### src/rtl/repl_pkg.sv
// Shared types and constants for the cache replacement victim generator.
package repl_pkg;

    typedef enum logic [1:0] {
        REPL_FIFO,
        REPL_LRU,
        REPL_RANDOM
    } repl_policy_t;

    localparam logic [15:0] LFSR_SEED = 16'h0001;
    // Taps 16,15,13,4 expressed as state-bit positions 15,14,12,3.
    localparam logic [15:0] LFSR_TAPS = 16'hD008;

    // Index of the lowest set bit, or 16 when no bit is set.
    function automatic logic [4:0] lowest_set(input logic [15:0] v);
        logic [4:0] idx;
        idx = 5'd16;
        for (int i = 15; i >= 0; i--) begin
            if (v[i]) idx = 5'(i);
        end
        return idx;
    endfunction

endpackage

### src/rtl/repl_lfsr.sv
// Free-running 16-bit Fibonacci LFSR, reloaded with the shared seed on reset.
module repl_lfsr
    import repl_pkg::*;
#(
    parameter int unsigned OUT_W = 2
) (
    input  logic             clk,
    input  logic             rst,
    output logic [OUT_W-1:0] rnd
);

    logic [15:0] lfsr_q;

    always_ff @(posedge clk) begin
        if (rst) begin
            lfsr_q <= LFSR_SEED;
        end else begin
            lfsr_q <= {lfsr_q[14:0], ^(lfsr_q & LFSR_TAPS)};
        end
    end

    assign rnd = lfsr_q[OUT_W-1:0];

endmodule

### src/rtl/repl_set_gen.sv
// Victim-way generator for a set-associative cache: per-set LRU ages, FIFO pointers or an LFSR.
// Invalid ways always win, and a same-cycle access to the queried set is forwarded.
module repl_set_gen
    import repl_pkg::*;
#(
    parameter int unsigned  SET_ASSOC = 4,
    parameter int unsigned  SET_NUM   = 64,
    parameter repl_policy_t POLICY    = REPL_LRU
) (
    input  logic                         clk,
    input  logic                         rst,
    input  logic                         query_valid,
    input  logic [$clog2(SET_NUM)-1:0]   query_set,
    input  logic [SET_ASSOC-1:0]         line_valid,
    input  logic                         access_valid,
    input  logic [$clog2(SET_NUM)-1:0]   access_set,
    input  logic [SET_ASSOC-1:0]         access_way,
    input  logic                         access_fill,
    output logic                         repl_valid,
    output logic [$clog2(SET_ASSOC)-1:0] repl_way
);

    localparam int unsigned WW = $clog2(SET_ASSOC);

    logic [15:0]   acc_ext;
    logic [15:0]   inv_ext;
    logic [4:0]    acc_idx;
    logic [4:0]    inv_idx;
    logic [WW-1:0] acc_way;
    logic [WW-1:0] inv_way;
    logic [WW-1:0] pol_way;
    logic [WW-1:0] victim;
    logic          acc_en;
    logic          same_set;
    logic          valid_q;
    logic [WW-1:0] way_q;

    always_comb begin
        acc_ext = '0;
        acc_ext[SET_ASSOC-1:0] = access_way;
        inv_ext = '0;
        inv_ext[SET_ASSOC-1:0] = ~line_valid;
        acc_idx  = lowest_set(acc_ext);
        inv_idx  = lowest_set(inv_ext);
        acc_way  = acc_idx[WW-1:0];
        inv_way  = inv_idx[WW-1:0];
        acc_en   = access_valid && (|access_way);
        same_set = acc_en && (access_set == query_set);
        victim   = (|inv_ext) ? inv_way : pol_way;
    end

    if (POLICY == REPL_LRU) begin : g_lru
        // Age 0 is least recently used; each set's ages stay a permutation of 0..SET_ASSOC-1.
        logic [WW-1:0] age_q   [SET_NUM][SET_ASSOC];
        logic [WW-1:0] upd_row [SET_ASSOC];
        logic [WW-1:0] qry_row [SET_ASSOC];

        always_comb begin
            for (int w = 0; w < SET_ASSOC; w++) begin
                if (WW'(w) == acc_way) begin
                    upd_row[w] = WW'(SET_ASSOC - 1);
                end else if (age_q[access_set][w] > age_q[access_set][acc_way]) begin
                    upd_row[w] = age_q[access_set][w] - WW'(1);
                end else begin
                    upd_row[w] = age_q[access_set][w];
                end
                qry_row[w] = same_set ? upd_row[w] : age_q[query_set][w];
            end
            pol_way = '0;
            for (int w = 0; w < SET_ASSOC; w++) begin
                if (qry_row[w] == '0) pol_way = WW'(w);
            end
        end

        always_ff @(posedge clk) begin
            if (rst) begin
                for (int s = 0; s < SET_NUM; s++) begin
                    for (int w = 0; w < SET_ASSOC; w++) begin
                        age_q[s][w] <= WW'(w);
                    end
                end
            end else if (acc_en) begin
                for (int w = 0; w < SET_ASSOC; w++) begin
                    age_q[access_set][w] <= upd_row[w];
                end
            end
        end
    end else if (POLICY == REPL_FIFO) begin : g_fifo
        logic [WW-1:0] ptr_q [SET_NUM];
        logic [WW-1:0] ptr_nxt;

        always_comb begin
            ptr_nxt = ptr_q[access_set] + WW'(1);
            pol_way = (same_set && access_fill) ? ptr_nxt : ptr_q[query_set];
        end

        always_ff @(posedge clk) begin
            if (rst) begin
                for (int s = 0; s < SET_NUM; s++) begin
                    ptr_q[s] <= '0;
                end
            end else if (acc_en && access_fill) begin
                ptr_q[access_set] <= ptr_nxt;
            end
        end
    end else begin : g_random
        repl_lfsr #(
            .OUT_W(WW)
        ) u_lfsr (
            .clk(clk),
            .rst(rst),
            .rnd(pol_way)
        );
    end

    always_ff @(posedge clk) begin
        if (rst) begin
            valid_q <= 1'b0;
            way_q   <= '0;
        end else begin
            valid_q <= query_valid;
            if (query_valid) way_q <= victim;
        end
    end

    // Gate with rst so a pending result is suppressed during the reset cycle itself.
    assign repl_valid = valid_q & ~rst;
    assign repl_way   = rst ? '0 : way_q;

    logic unused_bits;
    assign unused_bits = ^{acc_idx, inv_idx, acc_way, access_fill, same_set, access_set};

endmodule
### config.mk
export PLATFORM = sky130hd
export DESIGN_NAME = repl_set_gen
export DESIGN_NICKNAME = d
export VERILOG_FILES = /design/src/rtl/repl_pkg.sv /design/src/rtl/repl_lfsr.sv /design/src/rtl/repl_set_gen.sv
export SDC_FILE = /design/constraint.sdc
export NUM_CORES = 1
export LEC_CHECK = 0
export CAP_MARGIN = 20
export CORE_ASPECT_RATIO = 1.25
export CORE_UTILIZATION = 35
export DETAILED_ROUTE_END_ITERATION = 16
export GPL_TIMING_DRIVEN = 0
export PLACE_DENSITY = 0.53
export RECOVER_POWER = 25
export SKIP_LAST_GASP = 1
export SLEW_MARGIN = 15
export SYNTH_ARGS = -nofsm -noshare
export SYNTH_HDL_FRONTEND = slang
export SYNTH_SLANG_ARGS = --single-unit
### constraint.sdc
create_clock -name clk -period 6.75 [get_ports clk]
set_input_delay 2.025 -clock clk [delete_from_list [all_inputs] [get_ports clk]]
set_output_delay 2.025 -clock clk [all_outputs]
set_load 0.03 [all_outputs]
==> results.md <==
- Result of the run: finished with violations
- Violated checks: max-capacitance violations, max-slew violations, negative setup slack
- # port buffers: 22
- Number of flops mapped to enable cells by yosys: roughly 510
- Biggest area consumer among synthesized cells: edfxtp_1
- Most instantiated flip-flop cell in the synthesis netlist: edfxtp_1
- Mapped Nets: around 2.4k
- Overall die width: 246 um
- Maximum resistive drop on vdd: between 0.00015 and 0.0002 V
- Mapped cell area: around 26000 sq um
- Overflow left after global routing: 0
- Global Route Usage Sum: around two fifths
- Layout cell share with drive strength beyond 1: 15.8%
- Ratio of final minimum period to clock period: 101%
- Htree depth: 2
- Crit path required time: 7110 ps
- Cell area after layout: slightly above 30000 sq um
- Area Growth Syn to Fin: 17.9%
- Startpoint type of the worst setup path: input pin
- Count of synthesis-stage warnings from yosys: 0
- Gpl congestion: 1.06
- Worst path arrival time: about 7000 ps
- Nature of the critical path endpoint: register
- Maximum net fanout on the critical path: 11
- Via count of the first global-routing pass: about 22k
- Starting Density: 35.4%
- Maximum number of pins on one net before global-route repair: 15
- Fraction of the yosys area taken by sequential cells: ~59%
- First-pass GRT wire length: 197000 um
- Share of synthesized flip-flops with an asynchronous set or reset: 0%
- Estimated wirelength of the detail-placed design: approximately 110000 um
- Final period demand of the worst path: around 6800 ps
- Number of max-slew violations in the final report: 10
- Number of buffers inserted during clock tree synthesis: 53
- Setup WS pre-CTS: -3300 ps
- Remaining antenna violation count after routing: 0
- Pwr/cell area: 279 nW/um^2
- Post-Route Skew: approximately 15 ps
- Remaining routing DRC violations: 0
- Upper clock frequency limit: approximately 150 MHz
- Average cell area after synthesis: 11.0 sq um
- Worst min-delay path class: register to register
- Master cell of the clock root buffer: clkbuf_16
- DRC marker count from the first detailed-route iteration: 4003
- Share of Yosys cell area claimed by the top area cell type: around three fifths
- Count of pins on the block boundary: 28
- Max Root-Sink Buffers: 3
- Vertical extent of the die: between 300 and 400 um
- Tightest Pin Transition: between 1500 and 2000 ps
- Total die area: 75300 sq um
- Cell area after placement: about 28000 sq um
- Clock input transition at the sequential cells of the worst setup and hold paths: about 60 ps
- RSZ-0062 raised after global routing: no
- Leak: slightly below 10 nW
- Top post-synthesis cells by area: edfxtp_1, nor2_1, nand2_1, mux2i_1, mux4_2
- Via-per-instance ratio: between 6 and 7
- Final cell count without fillers: roughly 3.5k
- Final routed wirelength across all metal layers: between 150000 and 200000 um
- Remaining max-slew budget at the tightest pin: -29.8%
- Sinks on Clock Net: 515
- Vias: about 23k
- Max-capacitance violation count: 2
- Insertion delay to the later sink of the worst-skew pair: approximately 630 ps
- Commonest non-fill, non-tap cell in the layout: edfxtp_1
- Number of placement rows: between 100 and 150
- NumNets Final: between 2k and 3k
- Fillers: slightly above 7k
- Antenna violations before repair: 16
- Placed cell count: about 3.4k
- Commonest cells after routing, fill and taps aside: edfxtp_1, nor2_1, nand2_1, a21oi_1, nor3_1
- CTS tree: built
- Area of combinational cells with multiple inputs: roughly 10000 sq um
- Power, Total: between 0.008 and 0.009 W
- Cts-stage hold buffer count: 0
- Routed wire length per instance: between 40 and 50 um
- Area inside the core boundary: around 73000 sq um
- Worst setup slack after layout: -34.9 ps
- Post-synthesis cell type count: between 80 and 90
- Post-synthesis instance total: approximately 2.4k
- First-pass iteration count of the detailed router: 7
- Final hold violation count: 0
- Category of the most critical setup path: input pin to register
- Area occupied by registers: between 15000 and 20000 sq um
- #FFs+latches synth: between 500 and 600
- Setup Viol. Count Final: 5
==> final cells by class <==
type	count	share of cell area [%]
Antenna cell	8	0.0654
Buffer	170	3.88
Clock buffer	66	4.63
Clock inverter	30	0.772
Inverter	16	0.212
Multi-Input combinational cell	1654	32.4
Sequential cell	515	50.4
Tap cell	960	3.92
Timing Repair Buffer	106	3.67
==> cells by family (layout without fill, tap and decap cells) <==
group           count (synthesis)  after routing  synth area share [%]
simple gates                 1099           1099                  18.9
compound gates                417            417                  11.4
mux                           120            120                  6.05
other cells                     0              8                     0
fa+ha+maj                       8              8                 0.385
flops                         515            515                  59.4
xor+xnor                       10             10                 0.337
buf+inv                       195            388                  3.49
==> worst paths after layout <==
check | start | end | slack, ps | depth (start not counted)
setup reg to reg | g_lru.age_q[51][5] | g_lru.age_q[6][4] | 1640 | 18
setup / recovery | access_set[2] | g_lru.age_q[6][4] | -30 | 23
hold reg to reg | way_q[0] | way_q[0] | 560 | 2
hold / removal | way_q[0] | way_q[0] | 560 | 2
==> critical path, stage by stage <==
cell and delay, ps:
clkbuf_2 200, buf_6 240, buf_6 220, buf_6 250, buf_6 290, buf_8 270
mux2_2 360, a32oi_1 190, o211ai_1 250, a22oi_2 280, nand4_1 130, buf_4 210
nand2_1 60, o21ai_0 80, a221o_1 340, ha_1 310, a21oi_1 190, inv_1 100
xnor2_1 170, nor2_4 270, buf_8 240, buf_2 280, nand2_1 110
==> synth_stat cells, types with 8 or more instances <==
master	instances
clkbuf_1	77
nand2b_1	78
nor3b_1	15
buf_1	10
buf_2	76
mux2i_1	60
ha_1	8
buf_4	11
nor3_1	96
a22o_1	17
mux4_2	26
and3_1	9
o311ai_0	10
a211o_1	9
o21ai_0	23
and4b_1	8
a31oi_1	21
o22ai_1	21
a22oi_1	68
mux2_2	30
a221oi_1	17
a211oi_1	38
inv_1	14
edfxtp_1	512
xnor2_1	8
nand2_1	367
nor2b_1	16
a221o_1	15
or2_2	8
nor2_1	432
a21oi_1	102
nand3_1	10
==> repair_timing <==
item | CTS | global route
cloned | 1 | 0
buffers inserted | 32 | 1
endpoints found under the setup margin | 514 | 502
resized for setup | 153 | 36
pin swaps | 17 | 10
==> registers in the layout, summed over array words and instances, names as in the netlist <==
signal	flops
g_lru.age_q	512
way_q	2
valid_q	1
==> power by group <==
| part | switching (W) | internal, W |
|---|---|---|
| logic | 0.00146 | 0.000515 |
| registers | 0.0000544 | 0.00358 |
| clock network | 0.00132 | 0.00160 |
| total | 0.00284 | 0.00570 |
==> metrics by stage <==
stage / util [%] / hold slack (ps) / setup TNS (ps)
2_1_floorplan: - / 503 / 0
3_3_place_gp: 37.4 / 521 / -3492020
3_5_place_dp: 38.4 / 546 / -1504440
4_1_cts: 41.7 / 555 / 0
5_1_grt: 41.7 / 592 / 0
6_report: 41.8 / 564 / -66.5
==> layer usage <==
layer | share of wire [%] | track usage, % | vias to the layer above | wire length, um
met4 | 10 | 32.7 | 12 | 15100
li1 | - | - | 9048 | -
met1 | 35 | 47.3 | 11626 | 52900
met2 | 43 | 59.1 | 2035 | 64500
met5 | 0.053 | 0 | - | 80
met3 | 12 | 10.7 | 639 | 17500
Power figures use the tool's default switching activity.
